**src/rtl/clint_trap_ctrl_if.sv**
```systemverilog
// Core-side bundle for clint_trap_ctrl: ID/EX inputs, CSR snapshot, timer bus and CSR/redirect outputs.
interface clint_trap_ctrl_if #(
  parameter int XLEN        = 64,
  parameter int NUM_EXT_IRQ = 4
);
  logic [31:0]            inst_i;
  logic [XLEN-1:0]        inst_addr_i;
  logic                   jump_flag_i;
  logic [XLEN-1:0]        jump_addr_i;
  logic [XLEN-1:0]        csr_mtvec;
  logic [XLEN-1:0]        csr_mepc;
  logic [XLEN-1:0]        csr_mstatus;
  logic [XLEN-1:0]        csr_mie;
  logic [NUM_EXT_IRQ-1:0] irq_ext_i;
  logic                   tmr_we_i;
  logic [1:0]             tmr_addr_i;
  logic [XLEN-1:0]        tmr_wdata_i;
  logic [XLEN-1:0]        tmr_rdata_o;
  logic                   timer_irq_o;
  logic                   hold_flag_o;
  logic                   we_o;
  logic [11:0]            waddr_o;
  logic [XLEN-1:0]        data_o;
  logic                   int_assert_o;
  logic [XLEN-1:0]        int_addr_o;

  modport master (
    output inst_i, inst_addr_i, jump_flag_i, jump_addr_i,
    output csr_mtvec, csr_mepc, csr_mstatus, csr_mie, irq_ext_i,
    output tmr_we_i, tmr_addr_i, tmr_wdata_i,
    input  tmr_rdata_o, timer_irq_o, hold_flag_o, we_o, waddr_o, data_o,
    input  int_assert_o, int_addr_o
  );

  modport slave (
    input  inst_i, inst_addr_i, jump_flag_i, jump_addr_i,
    input  csr_mtvec, csr_mepc, csr_mstatus, csr_mie, irq_ext_i,
    input  tmr_we_i, tmr_addr_i, tmr_wdata_i,
    output tmr_rdata_o, timer_irq_o, hold_flag_o, we_o, waddr_o, data_o,
    output int_assert_o, int_addr_o
  );
endinterface

```
**src/rtl/clint_trap_ctrl.sv**
```systemverilog
// Machine-mode trap controller: mtime/mtimecmp/msip timer, trap arbitration, CSR write sequencing.
// Optional: define CLINT_VECTORED_EN for vectored async targets when mtvec[1:0]==2'b01.
module clint_trap_ctrl #(
  parameter int XLEN        = 64,
  parameter int NUM_EXT_IRQ = 4,
  parameter int TIMER_DIV   = 1
) (
  input logic              clk,
  input logic              rst,
  clint_trap_ctrl_if.slave bus
);
  localparam logic [31:0] ECALL     = 32'h00000073;
  localparam logic [31:0] EBREAK    = 32'h00100073;
  localparam logic [31:0] MRET      = 32'h30200073;
  localparam logic [11:0] A_MSTATUS = 12'h300;
  localparam logic [11:0] A_MEPC    = 12'h341;
  localparam logic [11:0] A_MCAUSE  = 12'h342;
  localparam int          PW        = (TIMER_DIV > 1) ? $clog2(TIMER_DIV) : 1;
  localparam logic [PW-1:0] PRESC_MAX = PW'(TIMER_DIV - 1);

  typedef enum logic [2:0] {S_IDLE, S_MEPC, S_MCAUSE, S_MSTATUS, S_MRET, S_ASSERT} state_t;

  state_t          r_state;
  logic [XLEN-1:0] r_mtime, r_mtimecmp;
  logic            r_msip;
  logic [PW-1:0]   r_presc;
  logic [XLEN-1:0] r_cause;
  logic            r_async;
  logic            r_we, r_int_assert;
  logic [11:0]     r_waddr;
  logic [XLEN-1:0] r_data, r_int_addr;

  logic            w_tick, w_timer_irq;
  logic            w_ext_pend, w_sw_pend, w_tmr_pend;
  logic            w_sync, w_async, w_mret, w_trig;
  logic [4:0]      w_ext_code, w_code;
  logic [XLEN-1:0] w_cause, w_mepc, w_base, w_target, w_mst_trap, w_mst_ret, w_rdata;
  logic            w_unused;

  // ---------------- timer ----------------
  assign w_tick      = (r_presc == PRESC_MAX);
  assign w_timer_irq = (r_mtime >= r_mtimecmp);

  always_ff @(posedge clk or posedge rst) begin
    if (rst) begin
      r_presc    <= '0;
      r_mtime    <= '0;
      r_mtimecmp <= '1;
      r_msip     <= 1'b0;
    end else begin
      r_presc <= w_tick ? '0 : r_presc + 1'b1;
      if (w_tick) r_mtime <= r_mtime + 1'b1;
      // mtime writes override a coincident tick and restart the prescaler
      if (bus.tmr_we_i) begin
        case (bus.tmr_addr_i)
          2'd0: begin
            r_mtime <= bus.tmr_wdata_i;
            r_presc <= '0;
          end
          2'd1:    r_mtimecmp <= bus.tmr_wdata_i;
          2'd2:    r_msip     <= bus.tmr_wdata_i[0];
          default: ;
        endcase
      end
    end
  end

  always_comb begin
    w_rdata = '0;
    case (bus.tmr_addr_i)
      2'd0:    w_rdata = r_mtime;
      2'd1:    w_rdata = r_mtimecmp;
      2'd2:    w_rdata[0] = r_msip;
      default: w_rdata = '0;
    endcase
  end

  // ---------------- arbitration ----------------
  always_comb begin
    w_ext_code = 5'd16;
    for (int i = NUM_EXT_IRQ - 1; i >= 0; i--)
      if (bus.irq_ext_i[i]) w_ext_code = 5'(16 + i);
  end

  assign w_ext_pend = (|bus.irq_ext_i) & bus.csr_mie[11];
  assign w_sw_pend  = r_msip & bus.csr_mie[3];
  assign w_tmr_pend = w_timer_irq & bus.csr_mie[7];
  assign w_sync     = (bus.inst_i == ECALL) || (bus.inst_i == EBREAK);
  assign w_async    = bus.csr_mstatus[3] & (w_ext_pend | w_sw_pend | w_tmr_pend);
  assign w_mret     = (bus.inst_i == MRET);
  assign w_trig     = w_sync | w_async | w_mret;

  always_comb begin
    if (w_sync)          w_code = (bus.inst_i == ECALL) ? 5'd11 : 5'd3;
    else if (w_ext_pend) w_code = w_ext_code;
    else if (w_sw_pend)  w_code = 5'd3;
    else                 w_code = 5'd7;
    w_cause         = '0;
    w_cause[4:0]    = w_code;
    w_cause[XLEN-1] = ~w_sync;
  end

  assign w_mepc = (!w_sync && bus.jump_flag_i) ? bus.jump_addr_i : bus.inst_addr_i;

  always_comb begin
    w_mst_trap    = bus.csr_mstatus;
    w_mst_trap[7] = bus.csr_mstatus[3];
    w_mst_trap[3] = 1'b0;
    w_mst_ret     = bus.csr_mstatus;
    w_mst_ret[3]  = bus.csr_mstatus[7];
    w_mst_ret[7]  = 1'b1;
  end

  assign w_base = {bus.csr_mtvec[XLEN-1:2], 2'b00};
`ifdef CLINT_VECTORED_EN
  assign w_target = (bus.csr_mtvec[1:0] == 2'b01 && r_async)
                  ? w_base + {{(XLEN-7){1'b0}}, r_cause[4:0], 2'b00} : w_base;
`else
  assign w_target = w_base;
`endif
  assign w_unused = ^{bus.csr_mie, bus.csr_mtvec[1:0], r_async};

  // ---------------- sequencer ----------------
  always_ff @(posedge clk or posedge rst) begin
    if (rst) begin
      r_state      <= S_IDLE;
      r_cause      <= '0;
      r_async      <= 1'b0;
      r_we         <= 1'b0;
      r_waddr      <= '0;
      r_data       <= '0;
      r_int_assert <= 1'b0;
      r_int_addr   <= '0;
    end else begin
      r_we         <= 1'b0;
      r_waddr      <= '0;
      r_data       <= '0;
      r_int_assert <= 1'b0;
      r_int_addr   <= '0;
      case (r_state)
        S_IDLE: begin
          if (w_sync || w_async) begin
            r_state <= S_MEPC;
            r_cause <= w_cause;
            r_async <= ~w_sync;
            r_we    <= 1'b1;
            r_waddr <= A_MEPC;
            r_data  <= w_mepc;
          end else if (w_mret) begin
            r_state <= S_MRET;
            r_we    <= 1'b1;
            r_waddr <= A_MSTATUS;
            r_data  <= w_mst_ret;
          end
        end
        S_MEPC: begin
          r_state <= S_MCAUSE;
          r_we    <= 1'b1;
          r_waddr <= A_MCAUSE;
          r_data  <= r_cause;
        end
        S_MCAUSE: begin
          r_state <= S_MSTATUS;
          r_we    <= 1'b1;
          r_waddr <= A_MSTATUS;
          r_data  <= w_mst_trap;
        end
        S_MSTATUS: begin
          r_state      <= S_ASSERT;
          r_int_assert <= 1'b1;
          r_int_addr   <= w_target;
        end
        S_MRET: begin
          r_state      <= S_ASSERT;
          r_int_assert <= 1'b1;
          r_int_addr   <= bus.csr_mepc;
        end
        S_ASSERT: r_state <= S_IDLE;
        default:  r_state <= S_IDLE;
      endcase
    end
  end

  assign bus.tmr_rdata_o  = w_rdata;
  assign bus.timer_irq_o  = w_timer_irq;
  assign bus.hold_flag_o  = (r_state != S_IDLE) | w_trig;
  assign bus.we_o         = r_we;
  assign bus.waddr_o      = r_waddr;
  assign bus.data_o       = r_data;
  assign bus.int_assert_o = r_int_assert;
  assign bus.int_addr_o   = r_int_addr;
endmodule

```
**src/flat_wrapper.sv**
```systemverilog
// flat-port wrapper written by rule: the top's interface ports become plain ports
module clint_trap_ctrl_flat 
#(
  parameter int XLEN        = 64,
  parameter int NUM_EXT_IRQ = 4,
  parameter int TIMER_DIV   = 1
)
  (clk, rst, bus_inst_i, bus_inst_addr_i, bus_jump_flag_i, bus_jump_addr_i, bus_csr_mtvec, bus_csr_mepc, bus_csr_mstatus, bus_csr_mie, bus_irq_ext_i, bus_tmr_we_i, bus_tmr_addr_i, bus_tmr_wdata_i, bus_tmr_rdata_o, bus_timer_irq_o, bus_hold_flag_o, bus_we_o, bus_waddr_o, bus_data_o, bus_int_assert_o, bus_int_addr_o);
  clint_trap_ctrl_if #(.XLEN(XLEN), .NUM_EXT_IRQ(NUM_EXT_IRQ)) bus_i ();
  input logic clk;
  input logic rst;
  input wire logic [$bits(bus_i.inst_i)-1:0] bus_inst_i;
  input wire logic [$bits(bus_i.inst_addr_i)-1:0] bus_inst_addr_i;
  input wire logic [$bits(bus_i.jump_flag_i)-1:0] bus_jump_flag_i;
  input wire logic [$bits(bus_i.jump_addr_i)-1:0] bus_jump_addr_i;
  input wire logic [$bits(bus_i.csr_mtvec)-1:0] bus_csr_mtvec;
  input wire logic [$bits(bus_i.csr_mepc)-1:0] bus_csr_mepc;
  input wire logic [$bits(bus_i.csr_mstatus)-1:0] bus_csr_mstatus;
  input wire logic [$bits(bus_i.csr_mie)-1:0] bus_csr_mie;
  input wire logic [$bits(bus_i.irq_ext_i)-1:0] bus_irq_ext_i;
  input wire logic [$bits(bus_i.tmr_we_i)-1:0] bus_tmr_we_i;
  input wire logic [$bits(bus_i.tmr_addr_i)-1:0] bus_tmr_addr_i;
  input wire logic [$bits(bus_i.tmr_wdata_i)-1:0] bus_tmr_wdata_i;
  output wire logic [$bits(bus_i.tmr_rdata_o)-1:0] bus_tmr_rdata_o;
  output wire logic [$bits(bus_i.timer_irq_o)-1:0] bus_timer_irq_o;
  output wire logic [$bits(bus_i.hold_flag_o)-1:0] bus_hold_flag_o;
  output wire logic [$bits(bus_i.we_o)-1:0] bus_we_o;
  output wire logic [$bits(bus_i.waddr_o)-1:0] bus_waddr_o;
  output wire logic [$bits(bus_i.data_o)-1:0] bus_data_o;
  output wire logic [$bits(bus_i.int_assert_o)-1:0] bus_int_assert_o;
  output wire logic [$bits(bus_i.int_addr_o)-1:0] bus_int_addr_o;
  assign bus_i.inst_i = bus_inst_i;
  assign bus_i.inst_addr_i = bus_inst_addr_i;
  assign bus_i.jump_flag_i = bus_jump_flag_i;
  assign bus_i.jump_addr_i = bus_jump_addr_i;
  assign bus_i.csr_mtvec = bus_csr_mtvec;
  assign bus_i.csr_mepc = bus_csr_mepc;
  assign bus_i.csr_mstatus = bus_csr_mstatus;
  assign bus_i.csr_mie = bus_csr_mie;
  assign bus_i.irq_ext_i = bus_irq_ext_i;
  assign bus_i.tmr_we_i = bus_tmr_we_i;
  assign bus_i.tmr_addr_i = bus_tmr_addr_i;
  assign bus_i.tmr_wdata_i = bus_tmr_wdata_i;
  assign bus_tmr_rdata_o = bus_i.tmr_rdata_o;
  assign bus_timer_irq_o = bus_i.timer_irq_o;
  assign bus_hold_flag_o = bus_i.hold_flag_o;
  assign bus_we_o = bus_i.we_o;
  assign bus_waddr_o = bus_i.waddr_o;
  assign bus_data_o = bus_i.data_o;
  assign bus_int_assert_o = bus_i.int_assert_o;
  assign bus_int_addr_o = bus_i.int_addr_o;
  clint_trap_ctrl #(.XLEN(XLEN), .NUM_EXT_IRQ(NUM_EXT_IRQ), .TIMER_DIV(TIMER_DIV)) u_core (.clk(clk), .rst(rst), .bus(bus_i));
endmodule
```
**config.mk**
```make
export PLATFORM = sky130hd
export DESIGN_NAME = clint_trap_ctrl_flat
export DESIGN_NICKNAME = d
export VERILOG_FILES = /design/src/rtl/clint_trap_ctrl_if.sv /design/src/rtl/clint_trap_ctrl.sv /design/src/flat_wrapper.sv
export SDC_FILE = /design/constraint.sdc
export NUM_CORES = 1
export LEC_CHECK = 0
export CORE_AREA = 5 5 272 274
export DETAILED_ROUTE_END_ITERATION = 7
export DIE_AREA = 0 0 277 279
export PLACE_DENSITY = 0.57
export SYNTH_ARGS = -nofsm -noshare
export SYNTH_HDL_FRONTEND = slang
export SYNTH_SLANG_ARGS = --single-unit
```
**constraint.sdc**
```tcl
create_clock -name clk -period 22.2 [get_ports clk]
set_input_delay 4.44 -clock clk [delete_from_list [all_inputs] [get_ports clk]]
set_output_delay 4.44 -clock clk [all_outputs]
set_load 0.01 [all_outputs]
```
# Yosys cells after proc, flatten, opt, wreduce, memory -nomap -nowiden
# Cells that the tools add are included.
# totals
word_cells,78
inputBits,490
out_inout_bits,208
register_bits,281
# classes
n_reduce_logical,13
magnitude_cmp,1
addsub,2
bitwise,10
eq_ne,10
mux,31
# ops
cell,n
64-bit two-way mux,6
64-bit case mux with 3 select lines,1
64-bit case mux with 2 select lines,1
63-bit case mux with 2 select lines,1
64-bit by 1-bit adder with 64-bit output (second input constant),1
64-bit greater-or-equal comparator,1
12-bit case mux with 3 select lines,1
32-bit by 21-bit == test with 1-bit output (second input constant),1
32-bit by 30-bit == test with 1-bit output (second input constant),1
32-bit by 7-bit == test with 1-bit output (second input constant),1
12-bit two-way mux,1
3-bit case mux with 4 select lines,1
10-bit two-way mux,1
5-bit two-way mux,2
3-bit two-way mux,3
2-bit two-way mux,4
3-bit by 2-bit == test with 1-bit output (second input constant),2
1-bit two-way mux,6
2-bit AND reduction,3
1-bit OR,5
1-bit AND,4
4-bit two-way mux,1
2-bit OR reduction,2
4-bit OR reduction,1
15 further kinds,16

# Logic depth before layout (Yosys ltp)
# Gate-level depths: netlist of the first run.
# depth
depth_word,8
depth_mapped,13
ltp_nobuf,10

# Least setup slack after synthesis of the first run
# No wires, ideal clock.
# synth_timing
kind,in2out
start,in bus_inst_i[10]
end,out bus_hold_flag_o
arrival_ns,6.069
n_path_buf,1
path_slack_ns,11.691
cell_stages,8
t_required_ns,17.760
cell_sequence,nor4_1 nand4_1 or3_1 or4_1 clkbuf_1 nand2_1 nor2_1 nand3_1
# synth_via
elab_chain_len,5
word_cells_on_any_way,7
cone_classes,3 x eq/ne; 3 x bitwise; 1 x reduce/logical
# synth_rtl
item,line,source
from (decl),flat_wrapper.sv:12,input wire logic [$bits(bus_i.inst_i)-1:0] bus_inst_i;
32-bit by 7-bit == test with 1-bit output or 32-bit by 21-bit == test with 1-bit output (tied branches),clint_trap_ctrl.sv:88,assign w_sync = (bus.inst_i == ECALL) || (bus.inst_i == EBREAK);
1-bit logical OR,clint_trap_ctrl.sv:88,
1-bit OR,clint_trap_ctrl.sv:91,assign w_trig = w_sync | w_async | w_mret;
1-bit OR (*),clint_trap_ctrl.sv:91,
1-bit OR (*),clint_trap_ctrl.sv:186,assign bus.hold_flag_o = (r_state != S_IDLE) | w_trig;
to (decl),flat_wrapper.sv:26,output wire logic [$bits(bus_i.hold_flag_o)-1:0] bus_hold_flag_o;
# Mark *: on every way between the ends. The rest lies on a longest branch, timed or not.

# Worst setup path in the final report of the first run
# layout_timing
start,in bus_inst_i[25]
end,out bus_hold_flag_o
# The elaborated chain is that of the path after synthesis.

==> impl_metrics.json, run 1 <==
{
  "ys_seq_elements": 271,
  "fill_cells": 7214,
  "synth_common_cells": "dfrtp_1 (207), mux2i_1 (127), nand2_1 (115), nor2_1 (92), mux2_2 (75)",
  "ys_seq_area_frac": 0.4670,
  "hold_viol": 0,
  "io_pins": 698,
  "status": "complete, no violations",
  "post_cts_resized": 0,
  "final_antenna_net_count": 0,
  "met1_usage": 0.1954,
  "finalWorstSetupSlack_ns": 10.27,
  "dp_hpwl_um": 49580,
  "drv_slew": 0,
  "critPathCaptureType": "output pin",
  "cap_violations": 0,
  "grt_pass1_wl_um": 91200,
  "route.vias.total": 12740,
  "nets": 2506,
  "post_cts_buffers": 0,
  "power.density_mw_per_mm2": 90.05,
  "clkSinkCount": 271,
  "die_width_um": 277,
  "holdPathEnd": "u_core.r_cause[3]$_DFFE_PP0P_",
  "worstHoldPathCells": 1,
  "core_area_mm2": 0.07112,
  "route.detailed.drc": 0,
  "antenna_found_initial": 22,
  "start_util": 0.2066,
  "period_minus_slack_ns": 11.93,
  "r2r_end": "u_core.r_cause[1]$_DFFE_PP0P_",
  "worst_pin_slew_ns": 1.237,
  "std_cell_rows": 98,
  "htreeDepth": 2,
  "worstPathRequired_ns": 17.76,
  "drt_first_pass_iters": 5,
  "yosysTopAreaCellShare": 0.3526,
  "reg2reg_from": "u_core.r_mtimecmp[0]$_DFFE_PP1P_",
  "drt-total-wl_um": 62980,
  "grt_use_total": 0.1552,
  "ys_top_cells_by_area": "dfrtp_1 (35%), dfstp_2 (11%), mux2i_1 (8.7%)",
  "synth_top_area_cell": "dfrtp_1",
  "drive_gt1_frac": 0.1299,
  "post_dp_cell_area_mm2": 0.02188,
  "die-height_um": 279,
  "drt_iter0_markers": 641,
  "skew_ns": 0.02127,
  "busiest_layer": "met2",
  "max_freq_ghz": 0.08381,
  "die-area_mm2": 0.07728,
  "syn-mean-instance-area_um2": 10.92,
  "crit_type": "primary input to output pin",
  "syn_area_mm2": 0.01469,
  "placedCellCount": 2862,
  "grt-ovfl-total": 0,
  "grt_start_max_net_pins": 99,
  "synth_cell_types": 59,
  "yosysMostFrequentCell": "dfrtp_1",
  "reg2reg_slack_ns": 17.77,
  "cts_tree": "built",
  "slew-limit-headroom": 0.1754,
  "clk_pin_slew_ns": 0.06,
  "synthArstFlopShare": 1.000,
  "min_from": "u_core.r_cause[3]$_DFFE_PP0P_",
  "pre_cts_slack_ns": 10.19,
  "viasPerCell": 4.335,
  "arrival_ns": 7.49,
  "irDropWorstVdd_mv": 0.06409,
  "finalWeightedCongestion": 0.8996,
  "netlist_instances": 1345,
  "grt_pass1_vias": 13740,
  "hold_buffers": 0,
  "p_leak_nw": 9.644,
  "numPortBuffers": 627,
  "cts_root_buf": "clkbuf_16",
  "syn_to_final_growth_pct": 57.52,
  "finalSetupTns_ns": 0,
  "finalCritPeriodShare": 0.5375,
  "final_area_mm2": 0.02314,
  "clock_latency_ns": 0.54,
  "hold_class": "flip-flop to flip-flop",
  "whs_ns": 0.4835,
  "synth-edff-count": 0,
  "grtUsageMet3": 0.05050,
  "synthFlopType": "dfrtp_1",
  "use_met2": 0.2553,
  "rr_worst_depth": 11,
  "yosys_warnings": 0,
  "numCtsBuffers": 37,
  "wl_per_cell_um": 21.42,
  "crit_fanout": 8,
  "start_kind": "primary input",
  "ctsLongestPathBuffers": 3,
  "finalSetupViolations": 0,
  "fin_cells": 2940,
  "rsz0062_at_grt": "no"
}
-- state kept, by name, indices dropped and copies added, names as in the netlist --
| signal | flops |
|---|---|
| u_core.r_state | 3 |
| u_core.bus.data_o | 64 |
| u_core.bus.waddr_o | 4 |
| u_core.bus.int_addr_o | 64 |
| u_core.r_msip | 1 |
| u_core.r_cause | 6 |
| u_core.bus.int_assert_o | 1 |
| u_core.r_mtime | 64 |
| u_core.r_mtimecmp | 64 |
-- cell type report --
cell class | instances | area (µm²) | share of cell area
multi-input combinational | 926 | 7171 | 0.3099
sequential | 271 | 6862 | 0.2965
timing repair buffer | 642 | 6381 | 0.2757
tap | 950 | 1189 | 0.05136
clock buffer | 60 | 1115 | 0.04817
inverter | 73 | 281.5 | 0.01216
clock inverter | 7 | 116.4 | 0.005028
antenna | 11 | 27.53 | 0.001189
-- per-stage QoR --
step                total power [W]    util
floorplan                  0.001085       -
global placement           0.001471  0.3077
detailed placement         0.001485  0.3077
CTS                        0.002121  0.3250
global route               0.002205  0.3252
finish                     0.002084  0.3254
-- per-layer routing --
metal	vias up	part of all wire	wire [µm]
met3	83	0.073	4602
met1	6183	0.42	26610
li1	6014	-	-
met5	-	0.00043	27
met2	460	0.48	30130
met4	4	0.025	1606
-- cells in the final DEF, fill, tap and decap left out, types with 11 or more instances in the layout --
cell type / synthesis / routed
buf_4: 14 / 16
nand2_1: 115 / 115
a21oi_1: 23 / 23
xnor2_1: 29 / 29
nand4_1: 28 / 28
clkbuf_1: 52 / 15
diode_2: 0 / 11
ha_1: 65 / 65
nand3_1: 31 / 31
dfstp_2: 64 / 64
xor2_1: 33 / 33
o21ai_0: 65 / 65
o2bb2ai_1: 27 / 27
a22o_1: 62 / 62
clkbuf_16: 0 / 39
inv_1: 73 / 72
mux2i_1: 127 / 127
mux2_2: 75 / 75
nor2_1: 92 / 92
dfrtp_1: 207 / 207
o2bb2ai_2: 30 / 30
and3_1: 17 / 17
clkdlybuf4s50_1: 0 / 625
-- power breakdown --
part           internal, W  switching, W  leakage, nW  total (W)
sequential        0.000638     0.0000882         3.37   0.000726
combinational     0.000392      0.000352         5.68   0.000743
clock             0.000378      0.000236        0.596   0.000614
-- how the worst max path moves through the flow --
stage                        start                              to  slack (ns)  depth (start not counted)
floorplan                      rst  u_core.bus.data_o[0]$_DFF_PP0_       10.40                          1
CTS                 bus_inst_i[25]                 bus_hold_flag_o       10.17                          9
finish              bus_inst_i[25]                 bus_hold_flag_o       10.27                          9
global route        bus_inst_i[25]                 bus_hold_flag_o       10.02                          9
detailed placement  bus_inst_i[25]                 bus_hold_flag_o       10.19                          9
global placement    bus_inst_i[25]                 bus_hold_flag_o       10.15                          9
-- worst max-delay path, cell delays in order --
cell,delay (ns)
clkdlybuf4s50_1,0.42
nor4_1,0.48
nand2_1,0.08
or3_1,0.39
or4_1,0.64
nand2_1,0.25
nor2_1,0.10
nand3_1,0.14
clkdlybuf4s50_1,0.56
-- logic make-up (layout without fill, tap and decap cells) --
kind of cell | Yosys count | in the layout | share of synthesized area
AOI/OAI and AO/OA | 252 | 252 | 0.1381
xor gates and xnor gates | 62 | 62 | 0.03696
adders and majority gates | 65 | 65 | 0.05536
buffers and inverters | 154 | 782 | 0.04812
DFF | 271 | 271 | 0.4670
muxes | 202 | 202 | 0.1440
other | 1 | 18 | 0.0002552
and+or+nand+nor | 338 | 338 | 0.1101
Note: power is estimated with default switching activity, not from simulation.
==> run 2: changes to the inputs <==
==> constraint.sdc (replaced) <==
create_clock -name clk -period 12.1 [get_ports clk]
set_input_delay 2.42 -clock clk [delete_from_list [all_inputs] [get_ports clk]]
set_output_delay 2.42 -clock clk [all_outputs]
set_load 0.01 [all_outputs]
==> run 2 against run 1 <==
Effect of this change:
- clock power rose by 69%
- wire length shrank 0.67%
- non-clock buffer count did not move
- combinational power up 83%
- power up 79%
- critical path depth is the same
- design area shrank 0.41%
- first-iteration DRC count decreased by 17%
- die area stayed put
- worst setup slack lost 6.1 ns
- utilization down 0.13 points
- critical path type unchanged
- highest routed layer unchanged
==> impl_metrics.json, run 2 (synthesized netlist as in run 1, its figures left out) <==
{
  "finalSetupViolations": 0,
  "ctsLongestPathBuffers": 3,
  "finalWeightedCongestion": 0.8855,
  "clock_latency_ns": 0.53,
  "cts_tree": "built",
  "numCtsBuffers": 36,
  "final_antenna_net_count": 0,
  "grt_start_max_net_pins": 81,
  "start_kind": "primary input",
  "arrival_ns": 5.55,
  "drive_gt1_frac": 0.1292,
  "cts_root_buf": "clkbuf_16",
  "status": "complete, no violations",
  "rsz0062_at_grt": "no",
  "std_cell_rows": 98,
  "hold_buffers": 0,
  "start_util": 0.2066,
  "most-common-layout-cells": "clkdlybuf4s50_1 (625), dfrtp_1 (207), mux2i_1 (127)",
  "max_freq_ghz": 0.1255,
  "drt-total-wl_um": 62560,
  "die_width_um": 277,
  "period_minus_slack_ns": 7.970,
  "nets": 2505,
  "skew_ns": 0.01865,
  "drv_slew": 0,
  "crit_fanout": 8,
  "cap_violations": 0,
  "layout_commonest_cell": "clkdlybuf4s50_1",
  "route.detailed.drc": 0,
  "drt_first_pass_iters": 5,
  "antenna_found_initial": 24,
  "grt-ovfl-total": 0,
  "grt_pass1_wl_um": 90110,
  "hold_class": "flip-flop to flip-flop",
  "viasPerCell": 4.351,
  "clkSinkCount": 271,
  "htreeDepth": 2,
  "multi_input_area_mm2": 0.007171,
  "die-height_um": 279,
  "finalSetupTns_ns": 0,
  "p_leak_nw": 9.594,
  "slew-limit-headroom": 0.1629,
  "whs_ns": 0.4870,
  "post_cts_buffers": 0,
  "hold_viol": 0,
  "critPathCaptureType": "output pin",
  "finalCritPeriodShare": 0.6587,
  "drt_iter0_markers": 530,
  "crit_type": "primary input to output pin",
  "wl_per_cell_um": 21.29,
  "syn_to_final_growth_pct": 56.87,
  "post_cts_resized": 0,
  "fill_cells": 7248,
  "power.density_mw_per_mm2": 161.9,
  "worst_pin_slew_ns": 1.256,
  "clk_pin_slew_ns": 0.06,
  "post-route-util": 0.3241,
  "grt_pass1_vias": 13720,
  "worstPathRequired_ns": 9.68,
  "reg2reg_slack_ns": 7.41,
  "dp_hpwl_um": 49180,
  "route.vias.total": 12790,
  "seqCellArea_mm2": 0.006862,
  "numPortBuffers": 627,
  "io_pins": 698,
  "grt_use_total": 0.1531,
  "core_area_mm2": 0.07112,
  "irDropWorstVdd_mv": 0.08227,
  "die-area_mm2": 0.07728
}
-- run 2: area by class of cell --
class	count	area share
well taps	950	0.05157
diodes	16	0.001737
flip-flops and latches	271	0.2977
repair buffers	642	0.2769
inverters	73	0.01221
multi-input cells	926	0.3111
clock buffers	55	0.04615
clock inverters	6	0.002606
-- run 2: critical path, cell delays in order --
cell and delay, ns:
clkdlybuf4s50_1 0.43, nor4_1 0.54, nand2_1 0.09, or3_1 0.39, or4_1 0.64, nand2_1 0.25
nor2_1 0.10, nand3_1 0.13, clkdlybuf4s50_1 0.56
-- run 2: stage by stage --
stage	power (W)	instances	setup slack, ns	area [µm²]
after global placement	0.002698	2862	4.103	21880
after floorplan	0.001990	1351	2.319	14710
after global routing	0.003948	2928	4.030	23020
after detailed placement	0.002721	2862	4.127	21880
final	0.003731	2939	4.130	23050
after CTS	0.003803	2923	4.112	23010
-- run 2: metal layers --
layer  GRT usage  vias to the layer above  part of all wire
li1            -                     6014                 -
met2      0.2558                      455              0.48
met4     0.04218                       10             0.025
met5           0                        -            0.0011
met1      0.1875                     6229              0.40
met3     0.05569                       80             0.094
-- run 2: worst paths after layout --
| check | startpoint | to | cells past startpoint |
|---|---|---|---|
| worst max-delay path | bus_inst_i[25] | bus_hold_flag_o | 9 |
| worst min-delay path | u_core.r_cause[3]$_DFFE_PP0P_ | u_core.r_cause[3]$_DFFE_PP0P_ | 1 |
| worst max register to register | u_core.r_mtimecmp[0]$_DFFE_PP1P_ | u_core.r_cause[1]$_DFFE_PP0P_ | 11 |
| worst min register to register | u_core.r_cause[3]$_DFFE_PP0P_ | u_core.r_cause[3]$_DFFE_PP0P_ | 1 |
| max in group asynchronous | rst | u_core.bus.data_o[45]$_DFF_PP0_ | 4 |
| min in group asynchronous | rst | u_core.r_mtime[14]$_DFF_PP0_ | 2 |
-- run 2: power breakdown --
part | internal (W) | switching (W)
clock | 0.000624 | 0.000415
sequential | 0.00117 | 0.000162
combinational | 0.000719 | 0.000640
total | 0.00251 | 0.00122
==> run 3: changes to the inputs <==
--- a/config.mk
+++ b/config.mk
@@ -5,10 +5,10 @@
 export SDC_FILE = /design/constraint.sdc
 export NUM_CORES = 1
 export LEC_CHECK = 0
-export CORE_AREA = 5 5 272 274
+export CORE_AREA = 5 5 271 273
 export DETAILED_ROUTE_END_ITERATION = 7
-export DIE_AREA = 0 0 277 279
-export PLACE_DENSITY = 0.57
+export DIE_AREA = 0 0 276 278
+export PLACE_DENSITY = 0.59
 export SYNTH_ARGS = -nofsm -noshare
 export SYNTH_HDL_FRONTEND = slang
 export SYNTH_SLANG_ARGS = --single-unit
==> constraint.sdc (replaced) <==
create_clock -name clk -period 6.55 [get_ports clk]
set_input_delay 1.31 -clock clk [delete_from_list [all_inputs] [get_ports clk]]
set_output_delay 1.31 -clock clk [all_outputs]
set_load 0.01 [all_outputs]
==> run 3 against run 2 <==
Effect of this change:
- via count is 0.99% higher
- register-to-register slack worse by 5.5 ns
- utilization is 0.19 points higher
- sequential share of layout area is 0.068 points lower
- combinational power is 85% higher
- non-clock buffer count is 3 higher
- critical path depth is 3 higher
- hold slack worse by 0.0042 ns
- critical path type is now flip-flop to output pin
- largest power group unchanged
- highest routed layer unchanged
==> impl_metrics.json, run 3 (synthesized netlist as in run 1, its figures left out) <==
{
  "start_kind": "flip-flop",
  "core_area_mm2": 0.07087,
  "finalCritPeriodShare": 0.9080,
  "worstPathRequired_ns": 5.24,
  "numCtsBuffers": 35,
  "drive_gt1_frac": 0.1327,
  "crit_type": "flip-flop to output pin",
  "grt_start_max_net_pins": 137,
  "drt_iter0_markers": 625,
  "nets": 2507,
  "period_minus_slack_ns": 5.947,
  "antenna_found_initial": 26,
  "finalSetupViolations": 0,
  "die-area_mm2": 0.07673,
  "p_comb_frac": 0.364,
  "hold_class": "flip-flop to flip-flop",
  "clk_pin_slew_ns": 0.06,
  "post_cts_buffers": 0,
  "skew_ns": 0.02291,
  "start_util": 0.2073,
  "netSwitchingPower_w": 0.002254,
  "io_pins": 698,
  "grt_pass1_vias": 13900,
  "startpoint": "u_core.r_mtimecmp[59]$_DFFE_PP1P_",
  "crit_end": "bus_hold_flag_o",
  "p_leak_nw": 9.630,
  "p_int_w": 0.004658,
  "switching_share": 0.3261,
  "std_cell_rows": 98,
  "sequentialPowerShare": 0.357,
  "syn_to_final_growth_pct": 57.23,
  "rsz0062_at_grt": "no",
  "worst_pin_slew_ns": 1.020,
  "min_from": "u_core.r_cause[3]$_DFFE_PP0P_",
  "post_cts_resized": 0,
  "route.vias.total": 12920,
  "p_total_w": 0.006912,
  "cts_root_buf": "clkbuf_16",
  "htreeDepth": 2,
  "ctsLongestPathBuffers": 3,
  "rr_worst_depth": 10,
  "cap_violations": 0,
  "die_width_um": 276,
  "arrival_ns": 4.64,
  "finalWorstSetupSlack_ns": 0.6025,
  "critPathCaptureType": "output pin",
  "max_freq_ghz": 0.1681,
  "hold_viol": 0,
  "reg2reg_from": "u_core.r_mtimecmp[0]$_DFFE_PP1P_",
  "drv_slew": 0,
  "finalWeightedCongestion": 0.9146,
  "layout_commonest_cell": "clkdlybuf4s50_1",
  "die-height_um": 278,
  "clockPowerShare": 0.279,
  "power.density_mw_per_mm2": 299.2,
  "wl_per_cell_um": 21.40,
  "crit_fanout": 3,
  "fin_cells": 2937,
  "r2r_end": "u_core.r_cause[1]$_DFFE_PP0P_",
  "whs_ns": 0.4828,
  "dp_hpwl_um": 49960,
  "placedCellCount": 2865,
  "numPortBuffers": 627,
  "reg2reg_slack_ns": 1.95,
  "grt-ovfl-total": 0,
  "irDropWorstVdd_mv": 0.1643,
  "pre_cts_slack_ns": 0.8780,
  "viasPerCell": 4.397,
  "most-common-layout-cells": "clkdlybuf4s50_1 (625), dfrtp_1 (207), mux2i_1 (127)",
  "clock_latency_ns": 0.53,
  "clkSinkCount": 271,
  "route.detailed.drc": 0,
  "slew-limit-headroom": 0.3203,
  "cts_tree": "built",
  "grt_pass1_wl_um": 90970,
  "drt-total-wl_um": 62850,
  "final_antenna_net_count": 0,
  "finalSetupTns_ns": 0,
  "drt_first_pass_iters": 7,
  "grt_use_total": 0.1557,
  "status": "complete, no violations",
  "hold_buffers": 0
}
run 3: stage by stage:
stage	cell area (µm²)	util
floorplan	14720	-
CTS	23070	0.3255
global route	23090	0.3258
finish	23100	0.3259
detailed placement	21930	0.3094
global placement	21930	0.3094
run 3: how the worst min path moves through the flow:
stage / slack (ns) / end / cells after the start
5_1_grt: 0.50 / u_core.r_cause[3]$_DFFE_PP0P_ / 1
2_1_floorplan: 0.45 / u_core.r_cause[3]$_DFFE_PP0P_ / 1
6_report: 0.48 / u_core.r_cause[3]$_DFFE_PP0P_ / 1
3_5_place_dp: 0.47 / u_core.r_cause[3]$_DFFE_PP0P_ / 1
3_3_place_gp: 0.47 / u_core.r_cause[3]$_DFFE_PP0P_ / 1
4_1_cts: 0.48 / u_core.r_cause[3]$_DFFE_PP0P_ / 1
run 3: final cells by class:
class	count	area (µm²)
diodes	13	32.53
clock buffers	51	1069
clock inverters	8	71.32
fillers	7241	47770
inverters	73	277.8
multi-input cells	926	7171
flip-flops and latches	271	6862
well taps	950	1189
repair buffers	645	6429
run 3: metal layers:
layer | share of wire | routed length (µm) | global-route usage
met1 | 0.41 | 25840 | 0.1937
met2 | 0.48 | 29900 | 0.2535
met3 | 0.085 | 5356 | 0.05344
met4 | 0.027 | 1693 | 0.05378
met5 | 0.00088 | 55 | 0
run 3: worst max-delay path: stages, from the launching register on:
cell and delay, ns:
dfstp_2 0.54, inv_1 0.04, ha_1 0.31, nand4_1 0.19
nor4_1 0.78, and3_1 0.34, o31a_1 0.20, nor4_1 0.06
buf_4 0.16, a21boi_0 0.53, nor2_1 0.18, nand3_1 0.13
clkdlybuf4s50_1 0.64
run 3: power by group through the flow:
stage / combinational [W] / clock (W) / sequential, W
floorplan: 0.00114 / 0 / 0.00254
global placement: 0.00251 / 0 / 0.00247
detailed placement: 0.00254 / 0 / 0.00249
CTS: 0.00255 / 0.00201 / 0.00247
global route: 0.00273 / 0.00207 / 0.00252
finish: 0.00252 / 0.00193 / 0.00247
